--- config.mk ---
export PLATFORM = sky130hd
export DESIGN_NAME = mem_check
export DESIGN_NICKNAME = d
export VERILOG_FILES = /design/src/rtl/mem_check.sv
export SDC_FILE = /design/constraint.sdc
export NUM_CORES = 1
export LEC_CHECK = 0
export CAP_MARGIN = 20
export CORE_AREA = 2 2 90 92
export CTS_CLUSTER_SIZE = 20
export DETAILED_ROUTE_END_ITERATION = 12
export DIE_AREA = 0 0 92 94
export SLEW_MARGIN = 20
export SYNTH_ARGS = -nofsm -noshare
export SYNTH_HDL_FRONTEND = slang
export SYNTH_SLANG_ARGS = --single-unit
export TNS_END_PERCENT = 100
--- constraint.sdc ---
create_clock -name clk -period 1.87 [get_ports clk]
set_input_delay 0.187 -clock clk [delete_from_list [all_inputs] [get_ports clk]]
set_output_delay 0.187 -clock clk [all_outputs]
set_load 0.1 [all_outputs]
--- src/rtl/mem_check.sv ---
// Read-back checker for the S working memory: on start, sweeps all DEPTH
// addresses and compares each read word against (address ^ XOR_PAT).
module mem_check #(
    parameter int unsigned DEPTH      = 256,
    parameter int unsigned RD_LATENCY = 1,
    parameter logic [7:0]  XOR_PAT    = 8'h00
) (
    input  logic       clk,
    input  logic       reset,
    input  logic       state_start,
    input  logic [7:0] q,
    output logic       check_mem_handler,
    output logic [7:0] address,
    output logic [1:0] memory_sel,
    output logic       wen,
    output logic       finish,
    output logic       pass,
    output logic [8:0] fail_count,
    output logic [7:0] first_fail_addr
);

    typedef enum logic [1:0] {
        IDLE,
        READ,
        DRAIN,
        DONE
    } state_e;

    localparam logic [8:0] ADDR_LAST  = 9'(DEPTH - 1);
    localparam logic [2:0] DRAIN_LAST = 3'(RD_LATENCY - 1);

    state_e     state_q, state_d;
    logic [8:0] addr_q, addr_d;
    logic [2:0] drain_q, drain_d;
    logic       handler_q, handler_d;
    logic       finish_q, finish_d;
    logic       pass_q, pass_d;
    logic [8:0] fail_cnt_q, fail_cnt_d;
    logic [7:0] first_fail_q, first_fail_d;

    logic [RD_LATENCY-1:0] vld_q;
    logic [7:0]            apipe_q [RD_LATENCY];
    logic                  mismatch;

    // Valid bit and issued address travel together so each q lines up with its address.
    always_ff @(posedge clk) begin
        if (reset) begin
            vld_q <= '0;
        end else begin
            vld_q[0] <= (state_q == READ);
            for (int unsigned i = 1; i < RD_LATENCY; i++) begin
                vld_q[i] <= vld_q[i-1];
            end
        end
    end

    always_ff @(posedge clk) begin
        apipe_q[0] <= addr_q[7:0];
        for (int unsigned i = 1; i < RD_LATENCY; i++) begin
            apipe_q[i] <= apipe_q[i-1];
        end
    end

    assign mismatch = vld_q[RD_LATENCY-1] &&
                      (q != (apipe_q[RD_LATENCY-1] ^ XOR_PAT));

    always_comb begin
        state_d      = state_q;
        addr_d       = addr_q;
        drain_d      = drain_q;
        handler_d    = handler_q;
        finish_d     = 1'b0;
        pass_d       = pass_q;
        fail_cnt_d   = fail_cnt_q;
        first_fail_d = first_fail_q;

        case (state_q)
            IDLE: begin
                if (state_start) begin
                    state_d      = READ;
                    handler_d    = 1'b1;
                    addr_d       = '0;
                    fail_cnt_d   = '0;
                    first_fail_d = '0;
                    pass_d       = 1'b0;
                end
            end
            READ: begin
                if (addr_q == ADDR_LAST) begin
                    state_d = DRAIN;
                    drain_d = '0;
                end else begin
                    addr_d = addr_q + 9'd1;
                end
            end
            DRAIN: begin
                if (drain_q == DRAIN_LAST) begin
                    state_d = DONE;
                end else begin
                    drain_d = drain_q + 3'd1;
                end
            end
            DONE: begin
                state_d   = IDLE;
                finish_d  = 1'b1;
                handler_d = 1'b0;
                pass_d    = (fail_cnt_q == 9'd0);
            end
            default: state_d = IDLE;
        endcase

        // Compares only land in READ/DRAIN, so this never collides with the start clear.
        if (mismatch) begin
            fail_cnt_d = fail_cnt_q + 9'd1;
            if (fail_cnt_q == 9'd0) begin
                first_fail_d = apipe_q[RD_LATENCY-1];
            end
        end
    end

    always_ff @(posedge clk) begin
        if (reset) begin
            state_q      <= IDLE;
            addr_q       <= '0;
            drain_q      <= '0;
            handler_q    <= 1'b0;
            finish_q     <= 1'b0;
            pass_q       <= 1'b0;
            fail_cnt_q   <= '0;
            first_fail_q <= '0;
        end else begin
            state_q      <= state_d;
            addr_q       <= addr_d;
            drain_q      <= drain_d;
            handler_q    <= handler_d;
            finish_q     <= finish_d;
            pass_q       <= pass_d;
            fail_cnt_q   <= fail_cnt_d;
            first_fail_q <= first_fail_d;
        end
    end

    assign check_mem_handler = handler_q;
    assign address           = addr_q[7:0];
    assign memory_sel        = 2'b01;
    assign wen               = 1'b0;
    assign finish            = finish_q;
    assign pass              = pass_q;
    assign fail_count        = fail_cnt_q;
    assign first_fail_addr   = first_fail_q;

endmodule

==> results.md <==
* CP Class: flip-flop to flip-flop
* Clock root buffer: clkbuf_8
* Post-synthesis async set-or-reset flop share at 0%
* # IOs at 42
* Critical Path RT at 2.10 ns
* Post-route DRC at 0
* Largest net degree at the start of global routing at 15
* Core ar. at between 7000 and 8000 sq um
* DRT antenna net count at 0
* Worst-path clk slew at roughly 0.080 ns
* F_max at ~570 MHz
* # fillers at 807
* GR Layer Usage met1 at approximately an eighth
* Overall Power at around 0.0029 W
* Post-synth EDFFs at 0
* CP Launch Type: flip-flop
* Layout cell share with drive strength beyond 1 at 26.3%
* Crit path DAT at ~2.0 ns
* Clock net sink count at 43
* Met2 GRT Util at 18.3%
* Final non-filler cell total at 380
* Postcts setup bufs at 0
* TritonCTS clock tree: done
* Cells after synthesis at between 200 and 250
* Clock Skew at roughly 0.0052 ns
* Hpwl dp at about 3400 um
* CP Capture Type: flip-flop
* Clk buf depth at 2
* Post-Route WL at between 4000 and 5000 um
* VDD IR-drop max at 0.000536 V
* Status: completed
* Initial DRC count at 58
* Seq/Total Area, Yosys at 41.2%
* Final worst-path cycle share at between 90% and 100%
* Vias per inst at around 4.3
* # H-tree levels at 2
* Gr usage total at 10.4%
* PD cells at 1080 nW/um^2
* Sum Neg Setup Slack at 0 ns
* Antenna cell count at 0
* Antenna violations before repair at 0
* Final core occ at between 30% and 40%
* Worst hold path class: flip-flop to flip-flop
* Die span in y at about 94 um
* Max_cap viols at 0
* Busiest grt layer: met2
* Synth Flop Type: dfxtp_1
* Via count at 1629
* Die Wd at 92 um
* FP Rows at 32
* P_leak at around 1.1 nW
* GRT overflow at 0
* IO Port Bufs at 38
* Vias in the first global route at between 1500 and 2000
* Synthesized flop and latch total at between 40 and 50
* Post-synthesis cell type count at 42
* CP max FO at 6
* DRT Pass-1 Iters at 4
* Gpl congestion at between 0.7 and 0.8
* Post-DR wirelength/cell at about 11 um
* First-pass GRT wire length at around 7100 um
* YS warnings at 0
* Die ar. at 8650 sq um
* Fin crit period at roughly 1.8 ns
* Area growth, synth to finish at 29.5%
* Final setup vio count at 0
* WHS at 0.464 ns
* Most common cell after layout, fill and taps aside: buf_4
* Final Hold Viols at 0
* TritonCTS Buffers at 5
* Avg Synthesized Cell Area at slightly above 9 sq um
* Number of nets in the layout at between 200 and 300
* Max-slew violations at 0
* Worst-skew pair later-pin latency at between 0.2 and 0.3 ns
* Met3 Use GR at roughly 2.6%
* Most frequent cells in the layout: 45 x buf_4, 37 x dfxtp_1, 21 x nand2_1
* Starting Density at 27.5%
* R2R Setup Slk at between 0.1 and 0.15 ns
* Dpl cells at 372
* Post-synthesis cell area at ~2100 sq um
-- layout make-up --
class,instances,area [sq um],share of cell area [%]
inverters,10,37.5,1.39
well taps,102,128,4.72
clock inverters,3,67.6,2.50
clock buffers,5,68.8,2.54
flip-flops and latches,43,868,32.1
repair buffers,55,438,16.2
multi-input cells,162,1100,40.6
-- routing by layer --
metal	share of wire, %	wire length, um	vias to the layer above
met2	50	2160	19
met1	46	2000	758
li1	-	-	850
met3	2.7	118	2
met4	0.51	22	0
met5	0	0	-
-- worst max-delay path, stage by stage, from the launching register on --
cell and delay (ns):
dfxtp_1 0.34, ha_2 0.18, nand3_1 0.08, nor2_1 0.10, ha_2 0.19, and2b_2 0.26, a21oi_2 0.11, mux2_1 0.33
nor2_1 0.09
-- sequential cells by signal, summed over array words and instances (netlist names) --
signal / cells
addr_q: 9
fail_count: 9
apipe_q: 8
first_fail_addr: 8
drain_q: 3
state_q: 2
check_mem_handler: 1
finish: 1
pass: 1
vld_q: 1
-- synth_stat cells (3+ instances only) --
master	count	share of area (%)
xnor2_1	13	5.4
a21o_1	5	1.8
xor2_1	4	1.7
ha_1	10	6.0
nand4_1	5	1.5
nor2b_1	4	1.2
nand2b_1	11	3.3
dfxtp_1	43	41
o2bb2ai_1	3	1.3
nand3_1	8	1.9
nand2_1	21	3.8
nor3_1	5	1.2
or3_1	3	0.90
mux2i_1	9	4.3
a21oi_1	12	2.9
buf_4	12	4.3
o21ai_1	3	0.72
nor2_1	17	3.1
inv_1	10	1.8
o21ai_0	4	0.96
-- metrics by stage --
step	setup slack [ns]	cell area, sq um
final	0.119	2710
after global routing	-0.00341	2710
after CTS	0.0738	2690
after detailed placement	0.0893	2560
after global placement	0.175	2560
after floorplan	0.0477	2100
-- final timing paths --
path / start / to / cells past startpoint
setup / recovery: addr_q[1] / drain_q[1] / 8
hold / removal: first_fail_addr[2] / first_fail_addr[2] / 2
setup reg to reg: addr_q[1] / drain_q[1] / 8
hold reg to reg: first_fail_addr[2] / first_fail_addr[2] / 2
-- power by group --
part	internal [W]	switching (W)	total, W
logic	0.000364	0.000662	0.00103
registers	0.000980	0.0000535	0.00103
clock network	0.000533	0.000331	0.000863
-- cells by family after synthesis --
family                     after synthesis  share of synthesized area, %
and+or+nand+nor                         88                          22.5
muxes                                   10                          4.85
DFF                                     43                          41.2
other                                    2                         0.359
xor gates and xnor gates                17                          7.13
adders and majority gates               10                          5.99
buffers and inverters                   26                          6.95
AOI/OAI and AO/OA                       34                          11.0
-- timing repair --
action / CTS / global route
hold buffers: 0 / 0
resized for setup: 0 / 5
setup endpoints to repair: 0 / 2
Note: power is estimated with default switching activity, not from simulation.
